[src/rtl/ro_meter_pkg.sv]
// Shared types and constants for the ring-oscillator frequency meter.
package ro_meter_pkg;

    // Measurement sequencer states
    typedef enum logic [1:0] {
        StIdle,
        StCount,
        StSendHi,
        StSendLo
    } meter_state_t;

    // Width of one byte on the output stream
    localparam int unsigned BYTE_W = 8;

    // Legal edge-counter widths: the result must need two bytes but fit in two bytes
    localparam int unsigned CNT_W_MIN = 9;
    localparam int unsigned CNT_W_MAX = 16;

endpackage

[src/rtl/sync_edge_detect.sv]
// Synchronizer chain for an asynchronous input followed by a registered
// rising-edge pulse. The pulse lags the input edge by SYNC_STAGES+1 cycles.
module sync_edge_detect #(
    parameter int unsigned SYNC_STAGES = 2
) (
    input  logic clk,
    input  logic rst,
    input  logic din,
    output logic rise
);

    logic [SYNC_STAGES-1:0] sync;
    logic                   s_d;

    // Shift the input through the synchronizer and register the edge pulse
    always_ff @(posedge clk) begin
        if (rst) begin
            sync <= '0;
            s_d  <= 1'b0;
            rise <= 1'b0;
        end else begin
            sync <= {sync[SYNC_STAGES-2:0], din};
            s_d  <= sync[SYNC_STAGES-1];
            rise <= sync[SYNC_STAGES-1] & ~s_d;
        end
    end

endmodule

[src/rtl/ro_freq_meter.sv]
// Gated frequency counter: counts oscillator rising edges over a window of clk
// cycles, latches the result and streams it out as two bytes, MSB first.
module ro_freq_meter
    import ro_meter_pkg::*;
#(
    parameter int unsigned WINDOW_W    = 16,
    parameter int unsigned CNT_W       = 16,
    parameter int unsigned SYNC_STAGES = 2
) (
    input  logic                clk,
    input  logic                rst,
    input  logic                osc_in,
    input  logic                start,
    input  logic [WINDOW_W-1:0] window_len,
    output logic                busy,
    output logic [6:0]          count_live,
    output logic [CNT_W-1:0]    count_q,
    output logic                saturated,
    output logic                out_valid,
    input  logic                out_ready,
    output logic [BYTE_W-1:0]   out_data
);

    localparam int unsigned    EXT_W   = 2 * BYTE_W;
    localparam logic [CNT_W-1:0] CNT_MAX = '1;

    meter_state_t        state;
    logic [WINDOW_W-1:0] win;
    logic [CNT_W-1:0]    cnt;
    logic                sat;
    logic                edge_pulse;

    logic [CNT_W-1:0]    cnt_next;
    logic                sat_next;
    logic [EXT_W-1:0]    cnt_ext;

    sync_edge_detect #(
        .SYNC_STAGES(SYNC_STAGES)
    ) u_sync_edge (
        .clk (clk),
        .rst (rst),
        .din (osc_in),
        .rise(edge_pulse)
    );

    // Saturating increment; the zero-extended copy supplies the MSB byte
    always_comb begin
        cnt_next = cnt;
        sat_next = sat;
        if (edge_pulse) begin
            if (cnt == CNT_MAX) begin
                sat_next = 1'b1;
            end else begin
                cnt_next = cnt + CNT_W'(1);
            end
        end
        cnt_ext = EXT_W'(cnt_next);
    end

    assign count_live = cnt[6:0];

    // Measurement sequencer with registered outputs
    always_ff @(posedge clk) begin
        if (rst) begin
            state     <= StIdle;
            win       <= '0;
            cnt       <= '0;
            sat       <= 1'b0;
            busy      <= 1'b0;
            count_q   <= '0;
            saturated <= 1'b0;
            out_valid <= 1'b0;
            out_data  <= '0;
        end else begin
            case (state)
                StIdle: begin
                    if (start) begin
                        cnt  <= '0;
                        sat  <= 1'b0;
                        win  <= window_len;
                        busy <= 1'b1;
                        if (window_len == '0) begin
                            // Empty window: report a zero count immediately
                            count_q   <= '0;
                            saturated <= 1'b0;
                            out_valid <= 1'b1;
                            out_data  <= '0;
                            state     <= StSendHi;
                        end else begin
                            state <= StCount;
                        end
                    end
                end
                StCount: begin
                    cnt <= cnt_next;
                    sat <= sat_next;
                    win <= win - WINDOW_W'(1);
                    if (win == WINDOW_W'(1)) begin
                        // Last window cycle: include this cycle's edge in the result
                        count_q   <= cnt_next;
                        saturated <= sat_next;
                        out_valid <= 1'b1;
                        out_data  <= cnt_ext[EXT_W-1:BYTE_W];
                        state     <= StSendHi;
                    end
                end
                StSendHi: begin
                    if (out_ready) begin
                        out_data <= count_q[BYTE_W-1:0];
                        state    <= StSendLo;
                    end
                end
                StSendLo: begin
                    if (out_ready) begin
                        out_valid <= 1'b0;
                        out_data  <= '0;
                        busy      <= 1'b0;
                        state     <= StIdle;
                    end
                end
                default: state <= StIdle;
            endcase
        end
    end

endmodule

[config.mk]
export PLATFORM = sky130hd
export DESIGN_NAME = ro_freq_meter
export DESIGN_NICKNAME = d
export VERILOG_FILES = /design/src/rtl/ro_meter_pkg.sv /design/src/rtl/sync_edge_detect.sv /design/src/rtl/ro_freq_meter.sv
export SDC_FILE = /design/constraint.sdc
export NUM_CORES = 1
export LEC_CHECK = 0
export ABC_AREA = 0
export BUFFER_PORTS_ARGS = -buffer_cell sky130_fd_sc_hd__buf_2
export CAP_MARGIN = 20
export CORE_UTILIZATION = 45
export DETAILED_ROUTE_END_ITERATION = 10
export PLACE_DENSITY = 0.65
export SETUP_SLACK_MARGIN = 0.1
export SLEW_MARGIN = 20
export SYNTH_ARGS = -nofsm -noshare
export SYNTH_HDL_FRONTEND = slang
export SYNTH_HIERARCHICAL = 1
export SYNTH_SLANG_ARGS = --single-unit
[constraint.sdc]
create_clock -name clk -period 4.2 [get_ports clk]
set_input_delay 0.84 -clock clk [delete_from_list [all_inputs] [get_ports clk]]
set_output_delay 0.84 -clock clk [all_outputs]
set_load 0.01 [all_outputs]
# ---- Word level (Yosys, flattened, before mapping)
# Cells that the tools add are included.
dict set report totals {
  reg_bits 66
  in_bits 21
  out_inout_bits 34
}
dict set report op_classes {
  n_bitwise 2
  n_addsub 2
  n_eq_ne 10
  mux 37
  n_reduce_logical 11
}
# op n
set op_table {}
lappend op_table {{16-bit 2-to-1 mux} 7}
lappend op_table {{16-bit one-hot mux with 2 select lines} 3}
lappend op_table {{8-bit 2-to-1 mux} 5}
lappend op_table {{8-bit one-hot mux with 4 select lines} 1}
lappend op_table {{16-bit by 1-bit adder with 16-bit output (second input constant)} 1}
lappend op_table {{16-bit by 1-bit equality test with 1-bit output (second input constant)} 1}
lappend op_table {{16-bit equality test (second input constant)} 1}
lappend op_table {{16-bit zero test} 1}
lappend op_table {{16-bit by 1-bit subtractor with 16-bit output (second input constant)} 1}
lappend op_table {{1-bit 2-to-1 mux} 11}
lappend op_table {{2-bit 2-to-1 mux} 5}
lappend op_table {{2-bit != test (second input constant)} 5}
lappend op_table {{5-bit AND reduction} 2}
lappend op_table {{2-bit one-hot mux with 4 select lines} 1}
lappend op_table {{4-bit AND reduction} 2}
lappend op_table {{1-bit one-hot mux with 2 select lines} 3}
lappend op_table {{2-bit equality test (second input constant)} 2}
lappend op_table {{2-bit nonzero test} 2}
lappend op_table {{1-bit one-hot mux with 3 select lines} 1}
lappend op_table {{3-bit AND reduction} 1}
lappend op_table {{3-bit nonzero test} 1}
lappend op_table {{2-bit by 1-bit equality test with 1-bit output (second input constant)} 1}
lappend op_table {{2-bit zero test} 1}
lappend op_table {{2-bit AND reduction} 1}
lappend op_table {{2 further kinds} 2}

# ---- Logic depth before layout (Yosys ltp)
# Gate-level depths: netlist of the first run.
dict set report logic_depth {
  ltp_word 5
  mapped_depth 9
}

# ---- By module
# The synthesis of the first run kept the hierarchy.
# module cells_each seq_area_each_um2 area_per_inst_um2 n_inst
set by_module_without_submodules {}
lappend by_module_without_submodules {ro_freq_meter 442 1241.2 3528.4 1}
lappend by_module_without_submodules {sync_edge_detect 8 80.1 111.4 1}

# ---- Least setup slack after synthesis of the first run
# Ideal clock, no wire load.
dict set report synth_timing {
  path_kind {input to register}
  startpoint {input port window_len[11]}
  endpoint {register saturated}
  cell_stages 5
  t_required_ns 4.126
  setup_ns 0.074
  arrival_ns 2.129
  slack_ns 1.997
  path_cell_list {nor4_1 > nand4_1 > o21a_1 > or4_1 > o21ai_0}
}
dict set report synth_via {
  elab_chain_len 3
}
# element line
set synth_lines {}
lappend synth_lines {{start: declaration} ro_freq_meter.sv:14} ;# input logic [WINDOW_W-1:0] window_len,
lappend synth_lines {{16-bit zero test} ro_freq_meter.sv:82} ;# if (window_len == '0) begin
lappend synth_lines {{2-bit != test (no source line)} -}
lappend synth_lines {{4-bit AND reduction (no source line)} -}
lappend synth_lines {{end signal: assignment} ro_freq_meter.sv:101} ;# saturated <= sat_next;
lappend synth_lines {{end: declaration} ro_freq_meter.sv:18} ;# output logic saturated,
# No other way between the ends.
# A chain may end at the register's enable or synchronous reset.

# ---- Worst setup path after layout of the first run
dict set report layout_timing {
  startpoint {register state[1]}
  endpoint {register cnt[13]}
}
dict set report layout_via {
  elab_chain_len 3
}
# element line
set layout_lines {}
lappend layout_lines {{start: declaration} ro_freq_meter.sv:27} ;# meter_state_t state;
lappend layout_lines {{start signal: assignment} ro_freq_meter.sv:65} ;# state <= StIdle;
lappend layout_lines {{start signal: assignment} ro_freq_meter.sv:88} ;# state <= StSendHi;
lappend layout_lines {{start signal: assignment} ro_freq_meter.sv:90} ;# state <= StCount;
lappend layout_lines {{2-bit by 1-bit equality test with 1-bit output or 2-bit zero test (tied branches)} ro_freq_meter.sv:75} ;# case (state)
lappend layout_lines {{2-bit nonzero test (no source line) or 2-bit != test (tied branches)} -}
lappend layout_lines {{2-bit AND reduction (no source line)} -}
lappend layout_lines {{end signal: assignment} ro_freq_meter.sv:95} ;# cnt <= cnt_next;
lappend layout_lines {{end: declaration} ro_freq_meter.sv:29} ;# logic [CNT_W-1:0] cnt;
# Parallel ways exist; a longest one is shown, timed or not.

==> reports/results.tsv, run 1 <==
stage	metric	value	unit
run_status	status	completed	
routing	drtIter0Drc	184	
timing	fin_skew	0.0133	ns
final_layout	diodes	0	
global_route	grt_usage	24.2	%
setup_path	critPathLaunch	state[1]	
min_path	min_path_type	flop to flop	
final_layout	nets	516	
final_layout	final_util	53.4	%
cts	cts.sinks	66	
routing	routedWlPerCell	16.6	um
floorplanning	die-area	8450	um^2
synthesis	ys_seq_elements	66	
run	cap_violations	0	
floorplanning	core	7770	um^2
cts	postCtsHoldBufs	0	
floorplanning	die-height	91.9	um
pwr	p_leak	0.00153	uW
final_layout	drive_gt1_share	17.9	%
placement	dpl.cell_count	578	
timing	rsz0062_at_grt	no	
timing	layout_worst_path_cycle_share	63.8	%
synthesis	synthesis.area	3640	um^2
setup_path	cp.arrival	2.92	ns
synthesis	syn-instance-count	450	
pwr	p_per_area	567	nW/um^2
routing	ant_nets	0	
timing	finalMaxSlewViolations	0	
cts	root_buffer	clkbuf_8	
routing	top_layer	met4	
global_route	grt-ovfl-total	0	
cts	cts_tree	done	
synthesis	yosys_warnings	6	
cts	cts_resized	0	
cts	cts.clk_slew.worst_paths	0.08	ns
cts	cts_setup_buffers	0	
setup_path	reg2reg_from	state[1]	
setup_path	crit_fanout	25	
synthesis	ys_seq_area_share	36.3	%
routing	via_per_inst	6.09	
timing	fin_setup_tns	0	ns
floorplanning	top_level_ports	55	
routing	drc	0	
cts	htree_levels	3	
routing	routed-wl-met2	4.54	mm
min_path	hp-start	u_sync_edge/s_d	
synthesis	async_reset_ff_share	0	%
cts	insertion_delay	0.35	ns
routing	wl_met3	437	um
setup_path	startpoint_type	flop	
floorplanning	start_util	46.9	%
setup_path	worstSetupPathType	flop to flop	
timing	finalHoldViolCount	0	
global_route	antenna_found_initial	0	
timing	fmax	373	MHz
global_route	grt_pass1_vias	3270	
placement	hpwlAfterDp	6.97	mm
pwr	peakVddDrop	0.000219	V
synthesis	synth_ff_type	dfxtp_1	
timing	whs	0.408	ns
synthesis	synth_edf_count	0	
floorplanning	rows	32	
synthesis	synth_cell_types	60	
final_layout	syn_to_final_growth	13.9	%
final_layout	stdcell_count	594	
routing	routed_wl	9.89	mm
routing	firstDrtPassIters	5	
routing	m1WireLength	4.69	mm
cts	cts.path.max_buffers	2	
routing	num_vias	3618	
placement	io_buffers	54	
timing	setup_viol	0	
synthesis	synth.net_count	479	
synthesis	syn_avg_cell_area	8.09	um^2
final_layout	fillers	768	
timing	tightest_slew	0.860	ns
global_route	grt_first_pass_wirelength	16.1	mm
placement	gp_routability_congestion	0.828	
cts	cts_made_buffers	9	
timing	max_slew_margin	42.1	%
setup_path	end_kind	flop	
timing	finalCriticalPeriod	2.68	ns
global_route	grt_max_degree	46	
floorplanning	die_w	91.9	um
setup_path	required	4.44	ns
## flip-flops by register name (all words and copies together), names as in the netlist
name	cells
win	16
out_valid	1
state	2
u_sync_edge/s_d	1
count_q	16
cnt	16
sat	1
out_data	8
busy	1
saturated	1
u_sync_edge/sync	2
u_sync_edge/rise	1
## cell usage after synthesis, drive strengths merged (3+ instances only)
master    n  area [um^2]
nor2     27          101
nand2    40          150
nand4    14          100
a21o      3         22.5
a31oi     4         25.0
o31ai     6         45.0
a22oi     5         37.5
nand3    19         95.1
o21ai    37          189
buf      11         70.1
a21oi    44          220
o21a      3         22.5
nand2b    4         25.0
inv      13         48.8
o211ai    9         67.6
or4       4         30.0
a211oi    8         60.1
nor2b     8         50.1
nor4     16          121
o32ai     4         35.0
mux2i     8         80.1
dfxtp    66         1320
and3      4         25.0
and4      6         52.6
or3       5         31.3
ha        8          100
nor3      8         40.0
clkbuf   22         82.6
o221a     3         33.8
o2bb2ai   8         70.1
## worst max-delay path, stage by stage (launching register included)
cell,delay (ns)
dfxtp_1,0.35
inv_1,0.11
ha_1,0.63
nand2b_1,0.21
nand2_1,0.69
mux2_2,0.41
and3_1,0.17
## routing by layer
metal  up-vias  GRT usage, %
met4         0          10.5
met2       104          38.7
met5         -             0
met1      1717          32.2
li1       1775             -
met3        22          3.90
## logic make-up (layout without fill, tap and decap cells)
family	Yosys count	after routing	share of synthesized area (%)
AOI/OAI and AO/OA	151	151	27.0
xor gates and xnor gates	4	4	0.963
adders and majority gates	8	8	2.75
buffers and inverters	48	90	5.74
DFF	66	66	36.3
muxes	10	10	2.82
and+or+nand+nor	163	163	24.4
## stage by stage
step	power (uW)	setup WS (ns)	instance area [um^2]
after detailed placement	1760	1.27	3930
after global placement	1740	1.33	3930
final	2350	1.52	4140
after CTS	2360	1.50	4140
after floorplan	1520	2.00	3640
after global routing	2530	1.31	4140
## report_power, final
| group | internal, uW | switching [uW] | leakage [uW] |
|---|---|---|---|
| Combinational | 322 | 623 | 0.000892 |
| Clock | 337 | 263 | 0.000107 |
| Sequential | 704 | 101 | 0.000536 |
| Total | 1360 | 987 | 0.00153 |
## layout by cell type, fill, tap and decap left out, drive strengths merged, types with 5 or more instances in the layout
cell     instances
nor2b            8
mux2i            8
ha               8
o2bb2ai          8
o21ai           37
a21oi           44
o211ai           9
nand3           19
nor2            27
o31ai            6
nor3             8
a211oi           8
and4             6
nand4           14
nor4            16
nand2           40
dfxtp           66
a22oi            5
or3              5
inv             14
clkbuf          10
buf             59
## final timing paths
kind,to,slack [ns],cells after the start
hold reg to reg,u_sync_edge/rise,0.41,1
setup reg to reg,cnt[13],1.52,6
hold / removal,u_sync_edge/rise,0.41,1
setup / recovery,cnt[13],1.52,6
## final cells by class
type,instances,area [um^2],share of cell area (%)
timing repair buffer,59,308,7.43
multi-input combinational,336,2110,51.0
sequential,66,1320,31.9
clock buffer,10,128,3.08
inverter,15,56.3,1.36
tap,102,128,3.08
clock inverter,6,90.1,2.17
Power figures use the tool's default switching activity.
==> run 2: changes to the inputs <==
--- a/config.mk
+++ b/config.mk
@@ -5,12 +5,12 @@
 export SDC_FILE = /design/constraint.sdc
 export NUM_CORES = 1
 export LEC_CHECK = 0
-export ABC_AREA = 0
+export ABC_AREA = 1
 export BUFFER_PORTS_ARGS = -buffer_cell sky130_fd_sc_hd__buf_2
 export CAP_MARGIN = 20
 export CORE_UTILIZATION = 45
 export DETAILED_ROUTE_END_ITERATION = 10
-export PLACE_DENSITY = 0.65
+export PLACE_DENSITY = 0.68
 export SETUP_SLACK_MARGIN = 0.1
 export SLEW_MARGIN = 20
 export SYNTH_ARGS = -nofsm -noshare
==> constraint.sdc (replaced) <==
create_clock -name clk -period 2.2 [get_ports clk]
set_input_delay 0.44 -clock clk [delete_from_list [all_inputs] [get_ports clk]]
set_output_delay 0.44 -clock clk [all_outputs]
set_load 0.01 [all_outputs]
==> run 2 against run 1 <==
Compared with the run above:
- critical path depth is 5 higher
- sequential power is 120% higher
- largest power group unchanged
- wire length is 3.0% lower
- non-clock buffer count is 5 higher
- sequential share of layout area is 1.4 points lower
- first-iteration DRC count is 67% higher
- hold slack worse by 0.097 ns
==> reports/results.tsv, run 2 <==
stage	metric	value	unit	change
routing	ant_nets	0		unchanged
synthesis	yosys_warnings	6		unchanged
synthesis	async_reset_ff_share	0	%	unchanged
floorplanning	rows	32		unchanged
setup_path	reg2reg_depth	11		was 6
routing	firstDrtPassIters	5		unchanged
final_layout	drive_gt1_share	18.7	%	was 17.9%
final_layout	layout_common_cells	nand2_1 (135), dfxtp_1 (66), a21oi_1 (64)		was dfxtp_1 (66), buf_2 (54), a21oi_1 (44)
setup_path	startpoint_type	flop		unchanged
synthesis	synthDominantCellAreaShare	35.1	%	was 36.3%
synthesis	syn-instance-count	566		was 450
timing	setup_ws	0.276	ns	was 1.52 ns
synthesis	synthesis.area	3760	um^2	was 3640 um^2
final_layout	top_regs	cnt x16, count_q x16, win x16		unchanged
synthesis	syn_avg_cell_area	6.65	um^2	was 8.09 um^2
cts	cts_resized	0		unchanged
global_route	antenna_found_initial	0		unchanged
global_route	grt_pass1_vias	3378		was 3,270
timing	rsz0062_at_grt	no		unchanged
run	cap_violations	0		unchanged
setup_path	slowest_delay	0.41	ns	was 0.69 ns
setup_path	setup.worst_path.end	out_data[6]		was cnt[13]
setup_path	cp.arrival	2.21	ns	was 2.92 ns
setup_path	cp_common_cell	nand2_1		
final_layout	final_common_cell	nand2_1		was dfxtp_1
timing	finalHoldViolCount	0		unchanged
cts	cts.path.max_buffers	2		unchanged
synthesis	synth.net_count	595		was 479
cts	insertion_delay	0.35	ns	about the same
cts	cts.clk_slew.worst_paths	0.08	ns	about the same
timing	layout_worst_path_cycle_share	87.5	%	was 63.8%
placement	dpl.cell_count	701		was 578
pwr	p_leak	0.00187	uW	was 0.00153 uW
pwr	peakVddDrop	0.000779	V	was 0.000219 V
setup_path	reg2reg_slack	0.28	ns	was 1.52 ns
min_path	min_path_type	input port to flop		was flop to flop
pwr	p_per_area	1240	nW/um^2	was 567 nW/um^2
synthesis	synth_edf_count	0		unchanged
setup_path	crit_fanout	8		was 25
routing	via_per_inst	5.28		was 6.09
final_layout	syn_to_final_growth	15.0	%	was 13.9%
final_layout	nets	639		was 516
global_route	grt_first_pass_wirelength	16.1	mm	about the same
global_route	grt-ovfl-total	0		unchanged
synthesis	ys_seq_elements	66		unchanged
setup_path	end_kind	flop		unchanged
routing	routed_wl	9.59	mm	was 9.89 mm
final_layout	fillers	746		was 768
timing	whs	0.311	ns	was 0.408 ns
setup_path	required	2.48	ns	was 4.44 ns
setup_path	worstSetupPathType	flop to flop		unchanged
placement	post-place-ws	0.262	ns	was 1.27 ns
synthesis	yosys-top-cells-area	dfxtp_1 (35%), nand2_1 (13%), a21oi_1 (8.5%)		was dfxtp_1 (36%), a21oi_1 (6.1%), o21ai_0 (5.0%)
setup_path	reg2reg_from	cnt[0]		was state[1]
floorplanning	start_util	47.5	%	was 46.9%
synthesis	yosys.area.top_type	dfxtp_1		unchanged
placement	io_buffers	54		unchanged
routing	routedWlPerCell	13.4	um	was 16.6 um
synthesis	synth_commonest_cells	nand2_1 (135), dfxtp_1 (66), a21oi_1 (64)		was dfxtp_1 (66), a21oi_1 (44), nand2_1 (40)
synthesis	synth_most_common_cell	nand2_1		was dfxtp_1
timing	finalMaxSlewViolations	0		unchanged
floorplanning	die-height	93.5	um	was 91.9 um
cts	root_buffer	clkbuf_8		unchanged
cts	cts_made_buffers	9		unchanged
timing	finalCriticalPeriod	1.92	ns	was 2.68 ns
cts	cts.sinks	66		unchanged
floorplanning	die_w	93.5	um	was 91.9 um
setup_path	reg2reg_to	out_data[6]		was cnt[13]
floorplanning	die-area	8740	um^2	was 8450 um^2
final_layout	diodes	0		unchanged
global_route	grt_usage	23.5	%	was 24.2%
routing	num_vias	3789		was 3,618
routing	drc	0		unchanged
timing	fin_skew	0.0113	ns	was 0.0133 ns
synthesis	synth_cell_types	37		was 60
timing	max_slew_margin	69.6	%	was 42.1%
final_layout	stdcell_count	717		was 594
setup_path	critPathLaunch	cnt[0]		was state[1]
timing	setup_viol	0		unchanged
timing	fin_setup_tns	0	ns	unchanged
cts	htree_levels	3		unchanged
synthesis	ys_seq_area_share	35.1	%	was 36.3%
timing	fmax	520	MHz	was 373 MHz
synthesis	synth_ff_type	dfxtp_1		unchanged
setup_path	cp_slowest_cell	dfxtp_1		was nand2_1
placement	hpwlAfterDp	6.87	mm	was 6.97 mm
global_route	grt_max_degree	52		was 46
placement	gp_routability_congestion	0.884		was 0.828
timing	tightest_slew	0.456	ns	was 0.860 ns
run_status	status	completed		unchanged
cts	postCtsHoldBufs	0		unchanged
floorplanning	top_level_ports	55		unchanged
routing	drtIter0Drc	307		was 184
cts	cts_tree	done		unchanged
floorplanning	core	7930	um^2	was 7770 um^2
setup_path	path_cells	ha_1 -> nand2_1 -> nor2_4 -> nand3_2 -> nor2_2 -> nor2_2 -> nand2_1 -> nand2_1 -> nand2_1 -> nand2_1 -> a21oi_2		was inv_1 -> ha_1 -> nand2b_1 -> nand2_1 -> mux2_2 -> and3_1
cts	cts_setup_buffers	0		unchanged
run 2: cell types whose count changed after synthesis, sizes merged, moves of 8 or more:
cell,change
inv,+39
nand4,-9
o21ai,+19
nand2,+105
mux2i,-8
nor4,-15
o2bb2ai,-8
a21oi,+22
nor2b,-8
nand3,+16
nor2,+43
run 2: area by class of cell:
type	instances	area (um^2)	share of cell area, %
clock buffer	9	124	2.86
clock inverter	7	125	2.89
inverter	52	195	4.51
multi-input combinational	417	2090	48.3
sequential	66	1320	30.5
tap	102	128	2.95
timing repair buffer	64	345	7.98
run 2: metal layers:
metal / wire, um / share of wire (%) / GRT usage (%)
met5: 0 / 0 / 0
met4: 112 / 1.2 / 7.31
met3: 729 / 7.6 / 4.23
met2: 4030 / 42 / 34.8
met1: 4720 / 49 / 34.2
run 2: worst min-delay path by stage:
stage / startpoint / to / slack, ns / cells after the start
2_1_floorplan: u_sync_edge/s_d / u_sync_edge/rise / 0.38 / 1
3_3_place_gp: u_sync_edge/s_d / u_sync_edge/rise / 0.39 / 1
3_5_place_dp: u_sync_edge/s_d / u_sync_edge/rise / 0.39 / 1
4_1_cts: osc_in / u_sync_edge/sync[0] / 0.30 / 3
5_1_grt: osc_in / u_sync_edge/sync[0] / 0.31 / 3
6_report: osc_in / u_sync_edge/sync[0] / 0.31 / 3
run 2: worst max-delay path: cells and delay by family, from the launching register on:
kind | cells | cell delay, ns
adders and majority gates | 1 | 0.26
DFF | 1 | 0.41
AOI/OAI and AO/OA | 1 | 0.13
and+or+nand+nor | 9 | 1.06
run 2: cell families after synthesis:
group / after synthesis / synth area share (%)
fa+ha+maj: 8 / 2.66
xor+xnor: 3 / 0.698
compound gates: 138 / 20.0
buf+inv: 83 / 9.37
flops: 66 / 35.1
simple gates: 268 / 32.2
run 2: per-stage QoR:
stage	util [%]	total power (uW)	instance area [um^2]
after floorplan	-	3480	3760
after global placement	51.5	4020	4080
final	54.6	5370	4330
after CTS	54.6	5360	4330
after detailed placement	51.5	4070	4080
after global routing	54.6	5780	4330
run 2: report_power, final:
part           total, uW  internal, uW  switching (uW)
Sequential          1790          1510             280
Combinational       2290           765            1530
Clock               1280           765             516
Total               5370          3040            2320
